==> src/rtl/wb_timer_pkg.sv <==
// wb_timer_pkg: shared definitions for the Wishbone machine-timer responder.
// Holds the register word offsets (ADR[4:2]), the bus FSM state type and the
// reset value of mtimecmp.
package wb_timer_pkg;

  // Word offsets within the 32-byte register window (ADR[4:2]).
  localparam logic [2:0] MTIME_LO    = 3'd0;
  localparam logic [2:0] MTIME_HI    = 3'd1;
  localparam logic [2:0] MTIMECMP_LO = 3'd2;
  localparam logic [2:0] MTIMECMP_HI = 3'd3;
  localparam logic [2:0] CTRL        = 3'd4;

  typedef enum logic {
    IDLE = 1'b0,
    ACK  = 1'b1
  } wb_slv_state_t;

  // mtimecmp resets to all ones so irq stays low until software programs it.
  localparam logic [63:0] MTIMECMP_RST = 64'hFFFF_FFFF_FFFF_FFFF;

endpackage

==> src/rtl/wb_timer_prescaler.sv <==
// wb_timer_prescaler: divides the clock into mtime increment ticks.
// Ports:
//   clk   in  system clock
//   rst_n in  asynchronous active-low reset
//   en    in  count enable; en=0 freezes the counter
//   tick  out one-cycle pulse on the cycle the counter wraps (equals en when PRESCALE=1)
module wb_timer_prescaler #(
  parameter int unsigned PRESCALE = 1
) (
  input  logic clk,
  input  logic rst_n,
  input  logic en,
  output logic tick
);
  import wb_timer_pkg::*;

  localparam int unsigned CNT_W = (PRESCALE > 1) ? $clog2(PRESCALE) : 1;
  localparam logic [CNT_W-1:0] CNT_MAX = CNT_W'(PRESCALE - 1);
  localparam logic [CNT_W-1:0] CNT_ONE = CNT_W'(1'b1);
  localparam logic [CNT_W-1:0] CNT_ZERO = CNT_W'(1'b0);

  logic [CNT_W-1:0] cnt_q;
  logic [CNT_W-1:0] cnt_d;
  logic             at_max_s;

  // Next count: 0..PRESCALE-1 while enabled, hold otherwise.
  always_comb begin
    cnt_d    = cnt_q;
    at_max_s = (cnt_q == CNT_MAX);
    if (en) begin
      if (at_max_s) begin
        cnt_d = CNT_ZERO;
      end else begin
        cnt_d = cnt_q + CNT_ONE;
      end
    end else begin
      cnt_d = cnt_q;
    end
  end

  // Counter register.
  always_ff @(posedge clk or negedge rst_n) begin
    if (!rst_n) begin
      cnt_q <= CNT_ZERO;
    end else begin
      cnt_q <= cnt_d;
    end
  end

  // Tick on the wrap cycle; with PRESCALE=1 the counter sits at max so tick = en.
  assign tick = en & at_max_s;

endmodule

==> src/rtl/wb_timer_slave.sv <==
// wb_timer_slave: Wishbone B4 classic-cycle responder exposing a 64-bit
// machine timer (mtime/mtimecmp) and a level timer interrupt.
// Ports:
//   clk      in   system clock
//   rst_n    in   asynchronous active-low reset
//   wb_adr   in   [31:0] address (region on [31:5], register on [4:2])
//   wb_dat_o in   [31:0] write data from the master
//   wb_we    in   write enable
//   wb_cyc   in   bus cycle
//   wb_stb   in   strobe
//   wb_dat_i out  [31:0] read data to the master (registered)
//   wb_ack   out  acknowledge, one cycle per accepted access (registered)
//   irq      out  timer interrupt, high while mtime >= mtimecmp (registered)
module wb_timer_slave #(
  parameter logic [31:0] BASE_ADDR = 32'hF000_0000,
  parameter int unsigned PRESCALE  = 1
) (
  input  logic        clk,
  input  logic        rst_n,
  input  logic [31:0] wb_adr,
  input  logic [31:0] wb_dat_o,
  input  logic        wb_we,
  input  logic        wb_cyc,
  input  logic        wb_stb,
  output logic [31:0] wb_dat_i,
  output logic        wb_ack,
  output logic        irq
);
  import wb_timer_pkg::*;

  wb_slv_state_t state_q, state_d;
  logic          ack_q, ack_d;
  logic [31:0]   dat_q, dat_d;
  logic [63:0]   mtime_q, mtime_d;
  logic [63:0]   mtimecmp_q, mtimecmp_d;
  logic [31:0]   hi_shadow_q, hi_shadow_d;
  logic          en_q, en_d;
  logic          irq_q, irq_d;
  logic          sel_s;
  logic [2:0]    off_s;
  logic          tick_s;
  logic          unused_s;

  assign sel_s    = wb_cyc & wb_stb & (wb_adr[31:5] == BASE_ADDR[31:5]);
  assign off_s    = wb_adr[4:2];
  assign unused_s = &{1'b0, wb_adr[1:0]};

  wb_timer_prescaler #(.PRESCALE(PRESCALE)) u_prescaler (
    .clk   (clk),
    .rst_n (rst_n),
    .en    (en_q),
    .tick  (tick_s)
  );

  // Bus FSM, register writes/reads, counting and interrupt compare.
  always_comb begin
    state_d     = state_q;
    ack_d       = 1'b0;
    dat_d       = dat_q;
    mtime_d     = tick_s ? (mtime_q + 64'd1) : mtime_q;
    mtimecmp_d  = mtimecmp_q;
    hi_shadow_d = hi_shadow_q;
    en_d        = en_q;
    // Compare the registered values, so irq lags any register update by one cycle.
    irq_d       = (mtime_q >= mtimecmp_q);
    case (state_q)
      IDLE: begin
        if (sel_s) begin
          state_d = ACK;
          ack_d   = 1'b1;
          if (wb_we) begin
            // A write to either mtime half overrides the increment; the other
            // half keeps its pre-edge value, so no carry crosses halves.
            case (off_s)
              MTIME_LO:    mtime_d = {mtime_q[63:32], wb_dat_o};
              MTIME_HI:    mtime_d = {wb_dat_o, mtime_q[31:0]};
              MTIMECMP_LO: mtimecmp_d = {mtimecmp_q[63:32], wb_dat_o};
              MTIMECMP_HI: mtimecmp_d = {wb_dat_o, mtimecmp_q[31:0]};
              CTRL:        en_d = wb_dat_o[0];
              default:     en_d = en_q;
            endcase
          end else begin
            case (off_s)
              MTIME_LO: begin
                // Snapshot the upper half so a later hi read is tear-free.
                dat_d       = mtime_q[31:0];
                hi_shadow_d = mtime_q[63:32];
              end
              MTIME_HI:    dat_d = hi_shadow_q;
              MTIMECMP_LO: dat_d = mtimecmp_q[31:0];
              MTIMECMP_HI: dat_d = mtimecmp_q[63:32];
              CTRL:        dat_d = {31'd0, en_q};
              default:     dat_d = 32'd0;
            endcase
          end
        end else begin
          state_d = IDLE;
        end
      end
      ACK: begin
        // Requests seen here are ignored; the master must hold STB for the next slot.
        state_d = IDLE;
      end
      default: begin
        state_d = IDLE;
      end
    endcase
  end

  // State and register file.
  always_ff @(posedge clk or negedge rst_n) begin
    if (!rst_n) begin
      state_q     <= IDLE;
      ack_q       <= 1'b0;
      dat_q       <= 32'd0;
      mtime_q     <= 64'd0;
      mtimecmp_q  <= MTIMECMP_RST;
      hi_shadow_q <= 32'd0;
      en_q        <= 1'b1;
      irq_q       <= 1'b0;
    end else begin
      state_q     <= state_d;
      ack_q       <= ack_d;
      dat_q       <= dat_d;
      mtime_q     <= mtime_d;
      mtimecmp_q  <= mtimecmp_d;
      hi_shadow_q <= hi_shadow_d;
      en_q        <= en_d;
      irq_q       <= irq_d;
    end
  end

  assign wb_ack   = ack_q;
  assign wb_dat_i = dat_q;
  assign irq      = irq_q;

endmodule
==> config.mk <==
export PLATFORM = sky130hd
export DESIGN_NAME = wb_timer_slave
export DESIGN_NICKNAME = d
export VERILOG_FILES = /design/src/rtl/wb_timer_pkg.sv /design/src/rtl/wb_timer_prescaler.sv /design/src/rtl/wb_timer_slave.sv
export SDC_FILE = /design/constraint.sdc
export NUM_CORES = 1
export LEC_CHECK = 0
export ABC_CLOCK_PERIOD_IN_PS = 2900
export CAP_MARGIN = 10
export CORE_UTILIZATION = 59
export DETAILED_ROUTE_END_ITERATION = 10
export PLACE_DENSITY_LB_ADDON = 0.2
export SYNTH_ARGS = -nofsm -noshare
export SYNTH_HDL_FRONTEND = slang
export SYNTH_SLANG_ARGS = --single-unit
==> constraint.sdc <==
create_clock -name clk -period 2.9 [get_ports clk]
set_input_delay 0.435 -clock clk [delete_from_list [all_inputs] [get_ports clk]]
set_output_delay 0.435 -clock clk [all_outputs]
set_load 0.1 [all_outputs]
==> flow_summary.ini, run 1 <==
[clock_tree]
cts.sinks = 195
root_buffer = clkbuf_16
cts_buffers = 17
tritoncts = built
postCtsSetupRepairBufs = 0
path_clk_slew_ns = 0.07
clkLatencyLatePin_ns = 0.44
cts.path.max_buffers = 2
h-tree-depth = 4

[floorplan]
die_y_um = 142.8
rows = 51
die_area_um2 = 20400
ios = 103
coreArea_um2 = 19460
initial_core_util_pct = 60.12
die_w_um = 142.8

[setup_path]
cp_max_fo = 3
cp-end-kind = flip-flop
criticalPathCategory = flip-flop to flip-flop
required_ns = 3.23
cp.arrival_ns = 3.15
crit_path_start_kind = flip-flop

[worst_hold_path]
holdCritPathClass = input pin to asynchronous set/reset pin

[global_route]
track_usage_pct = 33.58
grt_pass1_vias = 9630
grt_use_met1_pct = 48.35
busiest_layer = met2
antenna_found_initial = 0
use_met3_pct = 4.997
grt_pass1_wl_mm = 52.04
grt_util_met2_pct = 52.17
grt_start_max_net_pins = 91
grt-ovfl-total = 0

[synthesis]
synth_edf_count = 0
ys_seq_elements = 195
synthTopCellsByCount = 130 x dfrtp_1, 127 x nand2_1, 89 x o21ai_0, 82 x mux2_2, 81 x nor2_1
syn-num-nets = 1305
yosys_most_used_dff = dfrtp_1
yosysMostFrequentCell = dfrtp_1
synth_warnings = 0
synthDistinctLibCells = 73
syn_avg_cell_area_um2 = 9.991
synth_top_area_share_pct = 27.80
synthArstFlopShare_pct = 100.0
synth_area_leaders = dfrtp_1 28%, dfstp_2 15%, mux2_2 7.9%, ha_1 7.0%, mux4_2 5.8%
synth_top_area_cell = dfrtp_1
netlist_instances = 1171
yosysSeqAreaShare_pct = 42.40
syn_area_um2 = 11700

[detailed_routing]
ant_nets = 0
drtIter0Drc = 1111
drcViolationCount = 4
vias = 9886
viasPerCell = 6.253
firstDrtPassIters = 8
drt_wl_total_mm = 32.38
wl_per_cell_um = 20.48

[power_and_ir_drop]
power_density_nw_per_um2 = 401.5
p_leak_nw = 5.773
ir_drop_mv = 0.4072

[finish]
nets = 1436
fillers = 1459
drive_gt1_share_pct = 26.77
regArea_um2 = 4961
area_delta_synth_final_pct = 18.86
finalCoreUtilization_pct = 71.46
multi_input_comb_area_um2 = 6150

[sta]
grt_setup_unrepaired = no
fin_crit_sh_pct = 97.39
period_needed_ns = 2.824
maxSlewViolCount = 0
fin_setup_tns_ns = 0
fmax_ghz = 0.3541
whs_ns = -0.03750
hold_viol = 7
fin_skew_ns = 0.009731
setup_violations = 0
max_slew_margin_pct = 58.05
tightest_slew_ns = 0.6293

[placement]
numPortBuffers = 100
dpl.hpwl_mm = 22.78
gp_congestion = 0.9302

[status]
violations = design-rule violations, negative hold slack
status = complete, but fails checks

[run]
cap_violations = 0
worst max-delay path, stage by stage, from the launching register on:
cell	delay (ns)
dfstp_2	0.53
inv_1	0.04
ha_1	0.29
nand4_1	0.23
or4_4	0.61
or2_2	0.35
nor4_2	0.19
buf_4	0.17
o221ai_1	0.12
o211ai_1	0.17
report_power, final:
group          internal [W]    switching (W)
logic              0.000135         0.000158
clock network       0.00146          0.00111
registers           0.00272  0.0000000000435
total               0.00432          0.00126
final cells by class:
class	count	area share [%]
diodes	1	0.01799
clock buffers	18	3.086
clock inverters	14	1.439
inverters	80	2.159
multi-input cells	835	44.22
flip-flops and latches	195	35.67
well taps	265	2.384
repair buffers	173	11.02
layout by cell type, fill, tap and decap left out, types with 23 or more instances in the layout:
cell / synthesis / layout
ha_1: 65 / 65
nand2b_1: 33 / 33
mux2_2: 82 / 82
mux4_2: 30 / 30
clkdlybuf4s50_1: 0 / 63
inv_1: 80 / 80
nand2_1: 127 / 126
buf_4: 0 / 101
a21oi_1: 78 / 78
o21ai_0: 89 / 89
nand3_1: 27 / 27
dfrtp_1: 130 / 130
nor3_1: 27 / 27
nor2_1: 81 / 80
nand4_1: 23 / 23
dfstp_2: 65 / 65
state kept, by name, summed over array words and instances, names as in the netlist:
| register | flops |
|---|---|
| en_q | 1 |
| hi_shadow_q | 32 |
| irq | 1 |
| mtime_q | 64 |
| mtimecmp_q | 64 |
| wb_ack | 1 |
| wb_dat_i | 32 |
what timing repair did:
action	CTS	global route
hold buffers	0	0
gates resized for setup	0	4
endpoints found under the setup margin	0	1
per-stage QoR:
stage               cell area, um2  setup WS (ns)  hold slack (ns)  power, W  std cells
global placement             13260       0.002244           0.4626  0.003065       1548
finish                       13910        0.07561         -0.03750  0.005583       1581
floorplan                    11700         0.2609           0.1394  0.002860       1171
detailed placement           13260       -0.04223           0.4715  0.003067       1548
CTS                          13890        0.03661          0.01015  0.005613       1580
global route                 13900       0.006469          0.02243  0.005719       1580
final timing paths:
check | startpoint | end | slack (ns) | depth (start not counted)
max in group asynchronous | rst_n | mtimecmp_q[27] | 2.07 | 2
setup / recovery | mtimecmp_q[61] | irq | 0.08 | 9
hold / removal | rst_n | wb_dat_i[8] | -0.04 | 1
setup reg to reg | mtimecmp_q[61] | irq | 0.08 | 9
min in group clk | wb_dat_i[7] | wb_dat_i[7] | 0.48 | 2
hold reg to reg | wb_dat_i[7] | wb_dat_i[7] | 0.48 | 2
cells by family (layout without fill, tap and decap cells):
family,Yosys count,in the layout,share of synthesized area [%]
simple gates,386,386,16.76
compound gates,263,263,13.92
flops,195,195,42.40
buf+inv,141,285,5.411
mux,118,118,14.33
fa+ha+maj,65,65,6.951
xor+xnor,3,3,0.2246
other cells,0,1,0
routing by layer:
layer / vias up / routed length (um)
met5: - / 0
met4: 0 / 620
met3: 51 / 2697
met2: 494 / 14900
met1: 4807 / 14160
li1: 4534 / -
Note: power is estimated with default switching activity, not from simulation.
==> run 2: changes to the inputs <==
--- a/config.mk
+++ b/config.mk
@@ -8,6 +8,7 @@
 export ABC_CLOCK_PERIOD_IN_PS = 2900
 export CAP_MARGIN = 10
 export CORE_UTILIZATION = 59
+export CTS_CLUSTER_SIZE = 10
 export DETAILED_ROUTE_END_ITERATION = 10
 export PLACE_DENSITY_LB_ADDON = 0.2
 export SYNTH_ARGS = -nofsm -noshare
==> results of run 2 <==
No change in the layout: final DEF, timing and power equal those of run 1.
==> edit, RTL diff (flow settings as in run 1) <==
Register the output `irq` once more, with the module's reset; this adds one clock of latency there. The other outputs are not delayed to match. Comments in the files are not updated.
--- a/src/rtl/wb_timer_slave.sv
+++ b/src/rtl/wb_timer_slave.sv
@@ -132,6 +132,12 @@
 
   assign wb_ack   = ack_q;
   assign wb_dat_i = dat_q;
-  assign irq      = irq_q;
+  always_ff @(posedge clk or negedge rst_n) begin
+    if (!rst_n) begin
+      irq <= '0;
+    end else begin
+      irq <= irq_q;
+    end
+  end
 
 endmodule
Function: changed (Yosys sat finds a counterexample within 10 cycles, from zero or initial values and one cycle with rst_n low).
==> edit against run 1 <==
  * Worst setup slack improved by 0.13 ns
  * Sequential share of layout area increased by 0.61 points
  * Power increased by 1.8%
  * Cell area is 1.2% lower
  * Sequential cell count up 1
  * Die area fell by 1.4%
  * Routed wire length down 2.2%
  * Synthesized area fell by 1.4%
  * Highest routed layer unchanged
==> edit: results (changes against run 1) <==
The delay of the slowest critical-path stage came out at 0.55 ns (was 0.61 ns). The source of the worst register-to-register timing path is mtime_q[34]$_DFFE_PN0P_ (was mtimecmp_q[61]$_DFFE_PN1P_). The largest fanout on the critical path is 16 (was 3). The cell with the largest stage delay on the worst path is sky130_fd_sc_hd__or4_1 (was sky130_fd_sc_hd__or4_4).

The number of placed instances with taps included came out at 1507 (was 1548). The number of DRC markers after the initial detailed-route iteration is 855 (was 1111). The count of cells along the worst register-to-register path is 7 (was 9). The aggregate global-route resource usage came out at 0.3343 (was 0.3358).

Result of the run: completed (was finished, violations left). The wire length of the first global-routing pass came out at 51370 um (was 52040 um). The share of the yosys chip area belonging to registers came to 0.4323 (was 0.4240). The largest net degree at the start of global routing came to 79 (was 91). The wire length reported by the detailed router was 31680 um (was 32380 um). Top post-synthesis cells by area: sky130_fd_sc_hd__dfrtp_1, sky130_fd_sc_hd__dfstp_2, sky130_fd_sc_hd__mux2_2, sky130_fd_sc_hd__ha_1, sky130_fd_sc_hd__mux4_2 (unchanged). The final weighted congestion in routability-driven placement came out at 0.9044 (was 0.9302).

The average wire length per cell after detail routing came out at 20.58 um (was 20.48 um). The cell leakage power came out at 5.750 nW (was 5.773 nW). The count of fill cells added during filler insertion is 1381 (was 1459). The endpoint of the lowest-slack register-to-register path is mtime_q[59]$_DFFE_PN0P_ (was irq$_DFF_PN0_). The fraction of final layout cells sized beyond drive strength 1 is 0.2604 (was 0.2677).

The average vias per placed instance is 6.350 (was 6.253). The total inserted antenna cells came out at 0 (was 1). The measured slew at the worst slew-check pin came out at 0.6750 ns (was 0.6293 ns). The worst endpoint data arrival time is 3.02 ns (was 3.15 ns). The placement-stage worst setup slack came out at -0.2227 ns (was -0.04223 ns). The upper clock frequency limit came to 0.3717 GHz (was 0.3541 GHz). The distinct cell type count of the synthesized netlist is 65 (was 73). The detailed-routing iteration count for the pre-antenna-repair pass is 6 (was 8).

The worst-case register-to-register setup slack came out at 0.30 ns (was 0.08 ns). The net count after synthesis is 1279 (was 1305). The worst setup path startpoint was wb_adr[26] (was mtimecmp_q[61]$_DFFE_PN1P_).
## edit: cell type report
cell class / instances / area, um^2 / area share
inverter: 86 / 322.8 / 0.02349
sequential: 196 / 4986 / 0.3628
multi-input combinational: 806 / 5996 / 0.4363
timing repair buffer: 159 / 1453 / 0.1057
clock inverter: 13 / 216.5 / 0.01575
tap: 260 / 325.3 / 0.02367
clock buffer: 19 / 442.9 / 0.03223
## edit: logic make-up after synthesis
family / Yosys count / share of synthesized area
AND/OR/NAND/NOR: 373 / 0.1646
AO/OA/AOI/OAI: 247 / 0.1344
flip-flops: 196 / 0.4323
buffers and inverters: 143 / 0.05033
multiplexers: 121 / 0.1480
adder cells (fa/ha/maj): 65 / 0.07051
## edit: worst register-to-register path, cell delays in order (launching register included)
cell                      delay (ns)
sky130_fd_sc_hd__dfrtp_1        0.48
sky130_fd_sc_hd__nand4_1        0.24
sky130_fd_sc_hd__nor4_4         0.44
sky130_fd_sc_hd__nand4_1        0.39
sky130_fd_sc_hd__or2_1          0.35
sky130_fd_sc_hd__buf_4          0.17
sky130_fd_sc_hd__nor4_1         0.32
sky130_fd_sc_hd__nor3_1         0.09
## edit: worst min-delay path by stage
stage | startpoint | to | slack [ns] | depth (start not counted)
floorplan | rst_n | hi_shadow_q[0]$_DFFE_PN0P_ | 0.14 | 0
global placement | irq_q$_DFF_PN0_ | irq$_DFF_PN0_ | 0.33 | 0
detailed placement | irq_q$_DFF_PN0_ | irq$_DFF_PN0_ | 0.33 | 0
CTS | rst_n | wb_dat_i[7]$_DFFE_PN0P_ | 0.04 | 1
global route | rst_n | wb_dat_i[7]$_DFFE_PN0P_ | 0.06 | 1
finish | rst_n | wb_dat_i[7]$_DFFE_PN0P_ | 0.03 | 1
## edit: where the power goes
part	internal [mW]	leakage [nW]	switching (mW)	total (mW)
clock network	1.57	0.323	1.09	2.66
registers	2.74	2.29	0.0000000386	2.74
logic	0.131	3.14	0.156	0.287
## edit: stage by stage
step | power [mW] | util | cell area [um^2]
floorplan | 2.866 | - | 11530
global placement | 3.071 | 0.6902 | 13080
detailed placement | 3.073 | 0.6902 | 13080
CTS | 5.720 | 0.7250 | 13740
global route | 5.853 | 0.7250 | 13740
finish | 5.684 | 0.7250 | 13740
## edit: metal layers
metal / track usage / part of all wire / vias up
li1: - / - / 4417
met1: 0.4268 / 0.41 / 4873
met2: 0.5771 / 0.51 / 398
met3: 0.04691 / 0.054 / 84
met4: 0.1290 / 0.031 / 0
met5: 0 / 0 / -
